$ cat config.mk
export PLATFORM = sky130hd
export DESIGN_NAME = sram_axil_ctrl
export DESIGN_NICKNAME = d
export VERILOG_FILES = /design/src/rtl/sram_axil_pkg.sv /design/src/rtl/sram_axil_ctrl.sv
export SDC_FILE = /design/constraint.sdc
export NUM_CORES = 1
export LEC_CHECK = 0
export CAP_MARGIN = 10
export CELL_PAD_IN_SITES_DETAIL_PLACEMENT = 2
export CELL_PAD_IN_SITES_GLOBAL_PLACEMENT = 2
export CORE_MARGIN = 10
export CORE_UTILIZATION = 26
export DETAILED_ROUTE_END_ITERATION = 16
export PLACE_DENSITY = 0.82
export SETUP_SLACK_MARGIN = 0.1
export SLEW_MARGIN = 20
export SYNTH_ARGS = -nofsm -noshare
export SYNTH_HDL_FRONTEND = slang
export SYNTH_SLANG_ARGS = --single-unit
$ cat constraint.sdc
create_clock -name clk -period 9.9 [get_ports clk]
set_clock_uncertainty 0.1 [all_clocks]
set_input_delay 1.485 -clock clk [delete_from_list [all_inputs] [get_ports clk]]
set_output_delay 1.485 -clock clk [all_outputs]
set_load 0.005 [all_outputs]
$ cat src/rtl/sram_axil_pkg.sv
// Shared types and constants for the AXI4-Lite to single-port SRAM controller.
package sram_axil_pkg;

   typedef enum logic [2:0] {
      ST_IDLE,
      ST_WR_EXEC,
      ST_WR_RESP,
      ST_RD_EXEC,
      ST_RD_RESP
   } state_t;

   localparam logic [1:0] RESP_OKAY   = 2'b00;
   localparam logic [1:0] RESP_DECERR = 2'b11;

endpackage

$ cat src/rtl/sram_axil_ctrl.sv
// AXI4-Lite slave that turns one read or write at a time into a single-cycle
// SRAM access strobe, alternating read/write priority when both compete.
module sram_axil_ctrl
   import sram_axil_pkg::*;
#(
   parameter int ADDR_WIDTH      = 32,
   parameter int DATA_WIDTH      = 64,
   parameter int STRB_WIDTH      = 8,
   parameter int RAM_INDEX_WIDTH = 9,
   parameter int SRAM_DEPTH      = 512
) (
   input  logic                       clk,
   input  logic                       reset_n,
   input  logic [ADDR_WIDTH-1:0]      s_awaddr,
   input  logic                       s_awvalid,
   output logic                       s_awready,
   input  logic [DATA_WIDTH-1:0]      s_wdata,
   input  logic [STRB_WIDTH-1:0]      s_wstrb,
   input  logic                       s_wvalid,
   output logic                       s_wready,
   output logic [1:0]                 s_bresp,
   output logic                       s_bvalid,
   input  logic                       s_bready,
   input  logic [ADDR_WIDTH-1:0]      s_araddr,
   input  logic                       s_arvalid,
   output logic                       s_arready,
   output logic [DATA_WIDTH-1:0]      s_rdata,
   output logic [1:0]                 s_rresp,
   output logic                       s_rvalid,
   input  logic                       s_rready,
   output logic                       sram_chip_en_o,
   output logic                       sram_wr_en_o,
   output logic                       sram_rd_en_o,
   output logic [RAM_INDEX_WIDTH-1:0] sram_addr_o,
   output logic [DATA_WIDTH-1:0]      sram_wr_data_o,
   output logic                       sram_wr_mask_en_o,
   output logic [STRB_WIDTH-1:0]      sram_wr_mask_o,
   input  logic [DATA_WIDTH-1:0]      sram_rd_data_i
);

   localparam int BYTE_BITS = $clog2(STRB_WIDTH);

   function automatic logic addr_decerr(input logic [ADDR_WIDTH-1:0] addr);
      logic [ADDR_WIDTH-1:0] word;
      word = addr >> BYTE_BITS;
      return word >= ADDR_WIDTH'(SRAM_DEPTH);
   endfunction

   function automatic logic [RAM_INDEX_WIDTH-1:0] addr_index(input logic [ADDR_WIDTH-1:0] addr);
      return RAM_INDEX_WIDTH'(addr >> BYTE_BITS);
   endfunction

   state_t                state, state_nxt;
   logic                  ready_en;
   logic                  last_wr;
   logic                  aw_cap, w_cap;
   logic [ADDR_WIDTH-1:0] aw_addr, ar_addr;
   logic [DATA_WIDTH-1:0] w_data, rdata;
   logic [STRB_WIDTH-1:0] w_strb;
   logic [1:0]            bresp, rresp;

   logic in_idle, wr_pend, wr_req;
   logic ar_rdy, rd_grant, aw_rdy, w_rdy;
   logic ar_hs, aw_hs, w_hs, wr_go;
   logic wr_err, rd_err, wr_strobe, rd_strobe;

   // A captured write half commits the write; otherwise read wins only if write was served last.
   assign in_idle  = ready_en && (state == ST_IDLE);
   assign wr_pend  = aw_cap | w_cap;
   assign wr_req   = s_awvalid | s_wvalid;
   assign ar_rdy   = in_idle && !wr_pend && (!wr_req || last_wr);
   assign rd_grant = ar_rdy && s_arvalid;
   assign aw_rdy   = in_idle && !aw_cap && !rd_grant;
   assign w_rdy    = in_idle && !w_cap && !rd_grant;

   assign ar_hs = ar_rdy && s_arvalid;
   assign aw_hs = aw_rdy && s_awvalid;
   assign w_hs  = w_rdy && s_wvalid;
   assign wr_go = (aw_cap || aw_hs) && (w_cap || w_hs);

   assign wr_err    = addr_decerr(aw_addr);
   assign rd_err    = addr_decerr(ar_addr);
   assign wr_strobe = (state == ST_WR_EXEC) && !wr_err && (w_strb != '0);
   assign rd_strobe = (state == ST_RD_EXEC) && !rd_err;

   always_ff @(posedge clk or negedge reset_n) begin
      if (!reset_n) state <= ST_IDLE;
      else          state <= state_nxt;
   end

   always_comb begin
      state_nxt = state;
      case (state)
         ST_IDLE: begin
            if (ar_hs)      state_nxt = ST_RD_EXEC;
            else if (wr_go) state_nxt = ST_WR_EXEC;
         end
         ST_WR_EXEC: state_nxt = ST_WR_RESP;
         ST_WR_RESP: if (s_bready) state_nxt = ST_IDLE;
         ST_RD_EXEC: state_nxt = ST_RD_RESP;
         ST_RD_RESP: if (s_rready) state_nxt = ST_IDLE;
         default:    state_nxt = ST_IDLE;
      endcase
   end

   always_comb begin
      s_arready         = ar_rdy;
      s_awready         = aw_rdy;
      s_wready          = w_rdy;
      s_bvalid          = (state == ST_WR_RESP);
      s_rvalid          = (state == ST_RD_RESP);
      sram_wr_en_o      = 1'b0;
      sram_rd_en_o      = 1'b0;
      sram_addr_o       = '0;
      sram_wr_data_o    = '0;
      sram_wr_mask_en_o = 1'b0;
      sram_wr_mask_o    = '0;
      if (wr_strobe) begin
         sram_wr_en_o      = 1'b1;
         sram_addr_o       = addr_index(aw_addr);
         sram_wr_data_o    = w_data;
         sram_wr_mask_en_o = (w_strb != '1);
         sram_wr_mask_o    = w_strb;
      end else if (rd_strobe) begin
         sram_rd_en_o = 1'b1;
         sram_addr_o  = addr_index(ar_addr);
      end
      sram_chip_en_o = sram_wr_en_o | sram_rd_en_o;
   end

   assign s_bresp = bresp;
   assign s_rresp = rresp;
   assign s_rdata = rdata;

   always_ff @(posedge clk or negedge reset_n) begin
      if (!reset_n) begin
         ready_en <= 1'b0;
         last_wr  <= 1'b1;
         aw_cap   <= 1'b0;
         w_cap    <= 1'b0;
         bresp    <= RESP_OKAY;
         rresp    <= RESP_OKAY;
         rdata    <= '0;
      end else begin
         ready_en <= 1'b1;
         if (ar_hs) begin
            last_wr <= 1'b0;
         end else if (wr_go) begin
            last_wr <= 1'b1;
            aw_cap  <= 1'b0;
            w_cap   <= 1'b0;
         end else begin
            if (aw_hs) aw_cap <= 1'b1;
            if (w_hs)  w_cap  <= 1'b1;
         end
         if (state == ST_WR_EXEC) bresp <= wr_err ? RESP_DECERR : RESP_OKAY;
         if (state == ST_RD_EXEC) begin
            rresp <= rd_err ? RESP_DECERR : RESP_OKAY;
            rdata <= rd_err ? '0 : sram_rd_data_i;
         end
      end
   end

   // Request payloads are only meaningful alongside their capture flags.
   always_ff @(posedge clk) begin
      if (aw_hs) aw_addr <= s_awaddr;
      if (ar_hs) ar_addr <= s_araddr;
      if (w_hs) begin
         w_data <= s_wdata;
         w_strb <= s_wstrb;
      end
   end

endmodule

== Yosys cells after proc, flatten, opt, wreduce, memory -nomap -nowiden ==
Cells that the tools add are included.
Operators by class
  order comparisons: 2
  eq/ne operators: 8
  multiplexer cells: 22
  bitwise logic cells: 4
  reductions and logical operators: 32
Operators by type and width (count)
  $mux 64: 2
  $ge 29x10->1 const B: 2
  $mux 9: 2
  $pmux 3 s5: 1
  $logic_and 1x1->1: 14
  $mux 3: 4
  $mux 1: 10
  $mux 8: 1
  $ne 8x8->1 const B: 1
  $reduce_bool 8->1: 1
  $logic_not 1->1: 7
  $eq 3x2->1 const B: 2
  $reduce_bool 2->1: 3
  $mux 2: 2
  $ne 2x1->1 const B: 2
  $reduce_and 2->1: 2
  $eq 3x1->1 const B: 1
  $eq 3x3->1 const B: 1
  $logic_not 3->1: 1
  $logic_or 1x1->1: 3
  $ne 3x3->1 const B: 1
  $or 1x1->1: 3
  $reduce_and 3->1: 1
  $not 1->1: 1
Storage, ports and cells
  register bits: 211
  input bits: 207
  output and inout port bits: 158

== Longest topological paths before layout ==
  word-level depth: 13
  gate-level depth with buffers: 6

== Least setup slack after synthesis ==
OpenSTA, ideal clock, no wires.
  kind: input to register
  from: in s_wvalid
  to: reg w_data[0] (enable)
  setup time: 0.681 ns
  data arrival time: 8.924 ns
  setup slack: 0.194 ns
  stages: 4
  path buffers: 0
  path through: nor2_1 nor2_1 nor4b_4 nor4bb_1
On the way
  word-level cells in the longest chain between the ends: 8
RTL lines
  from (decl): RTL line sram_axil_ctrl.sv:19  | input logic s_wvalid,
  $or 1x1->1: RTL line sram_axil_ctrl.sv:70  | assign wr_req = s_awvalid | s_wvalid;
  $logic_not 1->1: RTL line sram_axil_ctrl.sv:71  | assign ar_rdy = in_idle && !wr_pend && (!wr_req || last_wr);
  $logic_or 1x1->1: RTL line sram_axil_ctrl.sv:71
  $logic_and 1x1->1: RTL line sram_axil_ctrl.sv:71
  $logic_and 1x1->1: RTL line sram_axil_ctrl.sv:72  | assign rd_grant = ar_rdy && s_arvalid;
  $logic_not 1->1: RTL line sram_axil_ctrl.sv:74  | assign w_rdy = in_idle && !w_cap && !rd_grant;
  $logic_and 1x1->1: RTL line sram_axil_ctrl.sv:74
  $logic_and 1x1->1 (*): RTL line sram_axil_ctrl.sv:78  | assign w_hs = w_rdy && s_wvalid;
  via w_hs: RTL line sram_axil_ctrl.sv:64  | logic ar_hs, aw_hs, w_hs, wr_go;
  to (signal assigned): RTL line sram_axil_ctrl.sv:169  | w_data <= s_wdata;
  to (decl): RTL line sram_axil_ctrl.sv:58  | logic [DATA_WIDTH-1:0] w_data, rdata;
Mark *: on every way through the listed nets, which the timed path passes. The rest lies on a longest branch.
A chain may end at the register's enable or synchronous reset.

== Final worst setup path ==
  from: reg state[2]
  to: out sram_addr_o[8]
On the way
  word-level cells in the longest chain between the ends: 4
  elaborated cells on any way between the ends: 7
  classes of those cells: 2 x eq/ne; 2 x mux; 3 x reduce/logical
RTL lines
  from (decl): RTL line sram_axil_ctrl.sv:53  | state_t state, state_nxt;
  from (signal assigned): RTL line sram_axil_ctrl.sv:88  | else state <= state_nxt;
  $eq 3x2->1 or $eq 3x1->1 (tied branches): RTL line sram_axil_ctrl.sv:84, sram_axil_ctrl.sv:83
  $logic_and 1x1->1 (on tied branches): RTL line sram_axil_ctrl.sv:84, sram_axil_ctrl.sv:83
  $mux 9 or $logic_and 1x1->1 (tied branches): RTL line sram_axil_ctrl.sv:124, sram_axil_ctrl.sv:83
  $mux 9 (*): RTL line sram_axil_ctrl.sv:118  | if (wr_strobe) begin
  to (decl): RTL line sram_axil_ctrl.sv:34  | output logic [RAM_INDEX_WIDTH-1:0] sram_addr_o,
Mark *: on every way between the ends. The rest lies on a longest branch, timed or not.

==> flow_summary.ini <==
[floorplan]
dieArea_sq_mm = 0.0354
initial_core_util_pct = 26.4
io_pins = 365
rows = 61
fp.dieH_um = 188
die_w_um = 188
core_area_sq_mm = 0.0279

[drt]
drtAntennaViolNets = 0
viasPerCell = 4.43
wirelength_um = 27600
drtIter0Drc = 199
drc_errors = 0
dr_total_vias = 5269
wl_per_cell_um = 23.2
dr.pass1.iters = 4

[logic_synthesis]
syn_inst = 431
ys_ff_latch = 203
yosys.cell_types.count = 34
synthesis.area_sq_mm = 0.00735
synth_edf_count = 130
async_flop_share_pct = 36.0
synth_seq_area_share_pct = 78.0
synth-main-ff-cell = edfxtp_1
syn-num-nets = 638
syn_area_per_cell_sq_um = 17.0
yosys_warnings = 0

[setup_path]
path_max_fanout = 67
end_kind = output port
r2r_cells = 6
critPathRequiredTime_ns = 8.32
arrival_ns = 3.75
start_kind = register
critPathKind = register to output port

[place]
dp_slack_ns = 5.00
gp_congestion = 0.747
place_hpwl_um = 21100
dp_cells = 1147
portBuffers = 358

[job]
cap_violations = 0

[sta]
timing.slew.headroom_pct = 35.3
final_max_slew_viol_count = 0
setup_viol = 0
min_period_over_period_pct = 53.9
fin_ws_ns = 4.56
max_freq_mhz = 187
tightest_slew_ns = 0.971
finalCriticalPeriod_ns = 5.34
fin_tns_setup_ns = 0
hold_viol = 0
grt_setup_unrepaired = no

[clocking]
htree_levels = 1
numCtsBuffers = 23
ctsResizeCount = 0
holdBufCountCts = 0
clockRootBuffer = clkbuf_16
max-clock-path-buffers = 3
cts_sinks = 203
post_cts_buffers = 0
clock_latency_ns = 0.51
cts_tree = done
clk_pin_slew_worst_paths_ns = 0.06

[layout]
nNetsFinal = 1001
drive_gt1_share_pct = 6.41
final_cells = 1189
antenna_cells = 0
syn_to_final_growth_pct = 64.6

[power_and_ir_drop]
pwr-share-seq_pct = 49.3
p_comb_share_pct = 12.0
clockPowerShare_pct = 38.7
intPower_mw = 1.67
p_total_mw = 2.19
switching_power_uw = 520
power.density_mw_per_mm2 = 181
swShare_pct = 23.8
leakagePower_nw = 4.52
ir_worst_vdd_uv = 125

[global_routing]
track_usage_pct = 15.1
grt_max_degree = 77
antenna_found_initial = 1
grt_pass1_vias = 6080
grt_pass1_wl_um = 41200
grt-ovfl-total = 0

[min_path]
hp-class = register to register
hold_depth = 1

[status]
outcome = complete, no violations
[power by group through the flow]
stage	sequential, mW	clock (mW)	combinational (mW)
after floorplan	1.09	0	0.104
after global placement	1.09	0	0.257
after detailed placement	1.10	0	0.272
after CTS	1.08	0.878	0.274
after global routing	1.09	0.913	0.289
final	1.08	0.848	0.263
[worst paths after layout]
kind | to | start | slack [ns]
max | sram_addr_o[8] | state[2] | 4.56
min | w_cap | aw_cap | 0.38
max reg2reg | w_data[18] | state[0] | 6.80
min reg2reg | w_cap | aw_cap | 0.38
max in group asynchronous | aw_cap | reset_n | 8.04
min in group asynchronous | s_rdata[17] | reset_n | 1.04
[cells in the final DEF, fill, tap and decap left out, types with 2 or more instances in the layout]
cell             count
clkinv_1             4
nor4_1              11
a21oi_1              3
nand4_1              3
edfxtp_1           130
nor2_1               7
inv_1                3
nand2b_1             2
clkbuf_16           25
clkinv_2             5
a22o_1              73
clkdlybuf4s50_1    357
and2_1              72
nor3b_1              3
buf_4                6
o21a_1               2
nand2_1              5
dfrtp_1             72
clkbuf_1             2
clkbuf_8             3
nor3_1               2
nand3b_1             2
[sequential cells by signal (all words and copies together), names as in the netlist]
name      flops
s_rdata      64
w_data       64
ar_addr      29
aw_addr      29
w_strb        8
state         3
aw_cap        1
last_wr       1
ready_en      1
s_bresp       1
s_rresp       1
w_cap         1
[worst max-delay path, stage by stage (launching register included)]
cell and delay [ns]:
dfrtp_1 0.44, nand3b_1 0.18, buf_4 0.33, nor4_4 0.75, buf_4 0.69, a22o_1 0.22, clkdlybuf4s50_1 0.54
[logic make-up after synthesis]
logic type / share of synthesized area (%)
buffers and inverters: 2.13
other: 0.0510
AO/OA/AOI/OAI: 9.74
flip-flops: 78.0
AND/OR/NAND/NOR: 10.1
[layer usage]
| metal | share of wire [%] | up-vias | global-route usage (%) | routed length, um |
|---|---|---|---|---|
| met3 | 10 | 27 | 6.03 | 2880 |
| met4 | 1.7 | 0 | 3.20 | 472 |
| met2 | 51 | 242 | 26.9 | 14100 |
| met1 | 37 | 2651 | 16.5 | 10100 |
| met5 | 0 | - | 0 | 0 |
| li1 | - | 2349 | - | - |
[stage by stage]
stage	instance area (sq um)	utilization (%)	hold WS, ns
final	12100	43.4	0.385
after floorplan	7350	-	0.325
after detailed placement	11300	40.7	0.360
after global routing	12100	43.4	0.415
after global placement	11300	40.7	0.335
after CTS	12100	43.4	0.380
[Yosys cell counts, types with 4 or more instances]
cell / count / area, sq um
nand2_1: 5 / 18.8
a22o_1: 73 / 639
nor4_1: 11 / 68.8
nor2_1: 8 / 30.0
clkbuf_1: 10 / 37.5
dfrtp_1: 72 / 1800
buf_2: 8 / 40.0
edfxtp_1: 130 / 3900
and2_1: 72 / 450
buf_6: 4 / 45.0
[cell type report]
type	instances	area [sq um]
clock buffers	30	674
fillers	2693	15800
well taps	378	473
multi-input cells	200	1500
inverters	3	11.3
repair buffers	363	3620
clock inverters	12	86.3
flip-flops and latches	203	5730
Power figures use the tool's default switching activity.
==> RTL edit 1 (same flow settings) <==
The 5 states of `state_t` get a one-hot encoding in 5 bits.
--- a/src/rtl/sram_axil_pkg.sv
+++ b/src/rtl/sram_axil_pkg.sv
@@ -1,12 +1,12 @@
 // Shared types and constants for the AXI4-Lite to single-port SRAM controller.
 package sram_axil_pkg;
 
-   typedef enum logic [2:0] {
-      ST_IDLE,
-      ST_WR_EXEC,
-      ST_WR_RESP,
-      ST_RD_EXEC,
-      ST_RD_RESP
+   typedef enum logic [4:0] {
+      ST_IDLE    = 5'b00001,
+      ST_WR_EXEC = 5'b00010,
+      ST_WR_RESP = 5'b00100,
+      ST_RD_EXEC = 5'b01000,
+      ST_RD_RESP = 5'b10000
    } state_t;
 
    localparam logic [1:0] RESP_OKAY   = 2'b00;
Function: same outputs for any inputs over 4 cycles, from zero or initial values and one cycle with reset_n low; so few cycles prove little.
==> RTL edit 1 against the unedited design <==
Design area grew 1.3%; sequential cell count grew 2; routed wire length grew 2.9%; total power grew 1.4%; highest routed layer unchanged; clock power grew 5.2%; synthesized area grew 0.99%; synthesized cell count grew 2.8%; critical path depth is the same; worst setup slack gained 0.035 ns.
==> RTL edit 1: results (changes against the unedited design) <==
crit_slowest_cell: "buf_4"
synth-adder-area-share_pct: 0  # unchanged
synth_xor_area_share_pct: 0  # unchanged
ir_drop_v: 0.00009008  # -28%
io_buffers: 358  # unchanged
hpwl_mm: 21.54  # +2.0%
maxSlewHeadroom_pct: 34.93  # -0.36 points
synth_nets: 650  # +1.9%
grt_antenna_before_repair: 1  # unchanged
synth_compound_area_share_pct: 9.880  # +0.14 points
cts_resized: 0  # unchanged
status: "finished, final reports clean"
dp_slack_ns: 4.772  # -0.2232 ns
synth_edf_count: 130  # unchanged
gp_congestion: 0.7674  # +2.8%
async_flop_share_pct: 36.59  # +0.62 points
synth_commonest_cells: "edfxtp_1 (130), and2_1 (75), a22o_1 (73), dfrtp_1 (73), clkbuf_1 (12)"
synthMuxAreaShare_pct: 0  # unchanged
path_max_fanout: 67  # unchanged
worstHoldStart: "s_rdata[34]$_DFFE_PN0P_"
cp.arrival_ns: 3.72  # -0.03 ns
grt_pass1_vias: 6311  # +3.8%
cts_root_buf: "clkbuf_16"
crit_type: "reg2out"
r2r-start: "ar_addr[13]$_DFFE_PN_"
nFillCells: 2760  # +2.5%
h-tree-depth: 1  # unchanged
cts-buffers-inserted: 25  # +8.7%
ys_seq_area_share_pct: 77.93  # about the same
final_nets: 1017  # +1.6%
drt_iter0_drc: 179  # -10%
vias_per_cell: 4.449  # +0.40%
wl_per_cell_um: 23.49  # +1.4%
p_leak_nw: 4.576  # +1.2%
grt_max_degree: 76  # -1.3%
worst_path_largest_cell_delay_ns: 0.70  # -0.05 ns
synthTopCellsByArea: "edfxtp_1 (53%), dfrtp_1 (25%), a22o_1 (8.6%), and2_1 (6.3%), nor4_1 (0.93%)"
clk_latency_ns: 0.51  # about the same
grt_pass1_wl_mm: 41.86  # +1.6%
drive_above_1_share_pct: 6.643  # +0.23 points
synth_cell_type_count: 36  # +5.9%
track_usage_pct: 15.24  # +0.12 points
drtPass1Iterations: 4  # unchanged
[RTL edit 1: cell count changes in the layout (fill, tap and decap cells not counted), sizes merged, moves of 2 or more]
cell	delta
nand3	+4
nor3b	-4
clkinv	-4
nand2b	-2
clkbuf	+6
nor3	+5
buf	+2
and2	+3
[RTL edit 1: cells by family after synthesis]
logic type	after synthesis
other	1
AO/OA/AOI/OAI	85
flip-flops	205
buffers and inverters	30
AND/OR/NAND/NOR	122
[RTL edit 1: cell type report]
cell class                 count  area [µm²]  share of cell area (%)
clock buffer                  36       696.9                   5.691
clock inverter                 9       101.3                  0.8275
inverter                       5       18.77                  0.1532
timing repair buffer         365        3654                   29.83
multi-input combinational    208        1518                   12.39
sequential                   205        5783                   47.22
antenna                        1       2.502                 0.02043
tap                          378       473.0                   3.862
[RTL edit 1: per-layer routing]
| metal | track usage (%) | part of all wire, % |
|---|---|---|
| met1 | 16.89 | 37 |
| met2 | 26.29 | 49 |
| met3 | 6.817 | 12 |
| met4 | 3.449 | 1.6 |
| met5 | 0 | 0 |
[RTL edit 1: power by group]
| part | switching [W] | total, W | internal (W) |
|---|---|---|---|
| clock | 0.000353 | 0.000892 | 0.000539 |
| combinational | 0.000123 | 0.000252 | 0.000129 |
| sequential | 0.0000424 | 0.00108 | 0.00103 |
| total | 0.000518 | 0.00222 | 0.00170 |
[RTL edit 1: worst paths after layout]
kind	cells past startpoint	slack [ns]	endpoint
max in group asynchronous	2	8.33	s_rdata[55]$_DFFE_PN0P_
min	1	0.41	s_rdata[34]$_DFFE_PN0P_
max	6	4.60	sram_addr_o[2]
min reg2reg	1	0.41	s_rdata[34]$_DFFE_PN0P_
max reg2reg	5	7.09	s_rdata[53]$_DFFE_PN0P_
min in group asynchronous	1	0.79	s_rdata[11]$_DFFE_PN0P_
[RTL edit 1: stage by stage]
step / total power [W] / cells / hold WS, ns / instance area [µm²]
6_report: 0.002221 / 1207 / 0.4057 / 12250
5_1_grt: 0.002322 / 1207 / 0.4285 / 12250
4_1_cts: 0.002258 / 1205 / 0.4112 / 12220
3_5_place_dp: 0.001348 / 1160 / 0.3947 / 11420
3_3_place_gp: 0.001324 / 1160 / 0.3874 / 11420
2_1_floorplan: 0.001182 / 443 / 0.3899 / 7421
==> RTL edit 2 (same settings) <==
Made on the original files. `STRB_WIDTH`: 8 -> 16.
--- a/src/rtl/sram_axil_ctrl.sv
+++ b/src/rtl/sram_axil_ctrl.sv
@@ -5,7 +5,7 @@
 #(
    parameter int ADDR_WIDTH      = 32,
    parameter int DATA_WIDTH      = 64,
-   parameter int STRB_WIDTH      = 8,
+   parameter int STRB_WIDTH      = 16,
    parameter int RAM_INDEX_WIDTH = 9,
    parameter int SRAM_DEPTH      = 512
 ) (
Ports: changed (resized s_wstrb and sram_wr_mask_o); port bits go from 365 to 381. The function was not compared with the original's and may differ.
==> RTL edit 2 against the unedited design <==
Non-clock buffer count increased by 15; clock power increased by 9.3%; total power up 3.3%; design area increased by 5.3%; critical path depth is 1 higher; cell count grew 5.0%; sequential cell count is 6 higher; highest routed layer unchanged; largest power group unchanged; routed wire length grew 6.7%; worst setup slack got worse by 0.16 ns; critical endpoint is now s_wready; synthesized area up 5.9%.
==> RTL edit 2: results (changes against the unedited design) <==
status: "finished, final reports clean"
worstHoldStart: "last_wr$_DFFE_PN1P_"
synthTopCellsByArea: "edfxtp_1 (52%), dfrtp_1 (23%), a22o_1 (7.2%), and2_4 (4.7%), and2_1 (3.2%)"
synth_commonest_cells: "edfxtp_1 (136), dfrtp_1 (72), a22o_1 (64)"
hold_end: "last_wr$_DFFE_PN1P_"
p_leak_nw: 4.733  # +4.7%
drt_iter0_drc: 155  # -22%
critical_path.top_delay_family: "buffers and inverters"
reg2reg_depth: 7  # +1
io_buffers: 372  # +3.9%
synth_compound_area_share_pct: 9.450  # -0.29 points
worstMarginPinSlew_ns: 0.9626  # -0.007965 ns
worst_path_largest_cell_delay_ns: 0.55  # -0.20 ns
cts_setup_buffers: 0  # unchanged
crit_slowest_cell: "inv_2"
synth_nets: 673  # +5.5%
ys_seq_area_share_pct: 75.94  # -2.1 points
fin_cells: 1248  # +5.0%
final_nets: 1051  # +5.0%
cp.arrival_ns: 3.91  # +0.16 ns
ir_drop_v: 0.0001544  # +24%
r2r_setup_slack_ns: 6.65  # -0.15 ns
hold_depth: 2  # +1
drive_above_1_share_pct: 10.86  # +4.5 points
grtUsageMet2_pct: 27.25  # +0.32 points
placed_area_um2: 11870  # +4.8%
cts-buffers-inserted: 26  # +13%
wl_met3_mm: 2.440  # -15%
cp-endpoint: "s_wready"
met1Wirelength_mm: 10.83  # +7.4%
dr_wl_met2_mm: 15.57  # +10%
grtUsageMet1_pct: 16.49  # -0.040 points
synth_edf_count: 136  # +4.6%
vias_per_cell: 4.422  # -0.21%
dp_slack_ns: 4.378  # -0.6176 ns
startpoint: "s_awvalid"
track_usage_pct: 14.89  # -0.22 points
grt_max_degree: 84  # +9.1%
place_inst: 1198  # +4.4%
synth_cell_type_count: 37  # +8.8%
path_max_fanout: 31  # -54%
totalWireLength_mm: 29.39  # +6.7%
met3_usage_pct: 4.622  # -1.4 points
reg2reg_to: "w_data[46]$_DFFE_PP_"
hpwl_mm: 22.24  # +5.3%
grt_antenna_before_repair: 2  # +1
avgSynthCellArea_um2: 17.00  # -0.30%
hold_slack_ns: 0.3922  # +0.007605 ns
grt_pass1_wl_mm: 42.09  # +2.2%
top_layer_used: "met4"
gp_congestion: 0.7456  # -0.13%
grt_pass1_vias: 6322  # +4.0%
==> RTL edit 2: changes by cell type after synthesis, moves of 3 or more <==
cell      unedited run  this run
and2_4               0        42
a22o_1              73        64
buf_4                3         6
buf_2                8         5
edfxtp_1           130       136
nor3_1               2         7
a32o_1               0         9
nand4_1              3         6
and2_1              72        40
buf_6                4         8
==> RTL edit 2: final cells by class <==
cell class / instances / area (µm²)
fillers: 2853 / 16830
flip-flops and latches: 209 / 5912
repair buffers: 378 / 3766
multi-input cells: 217 / 1693
clock buffers: 40 / 787.0
well taps: 390 / 488.0
clock inverters: 8 / 63.81
inverters: 4 / 15.01
diodes: 2 / 5.005
==> RTL edit 2: report_power, final <==
| part | total, W | internal (W) | switching, W |
|---|---|---|---|
| clock | 0.000927 | 0.000571 | 0.000356 |
| combinational | 0.000241 | 0.000123 | 0.000119 |
| sequential | 0.00109 | 0.00105 | 0.0000474 |
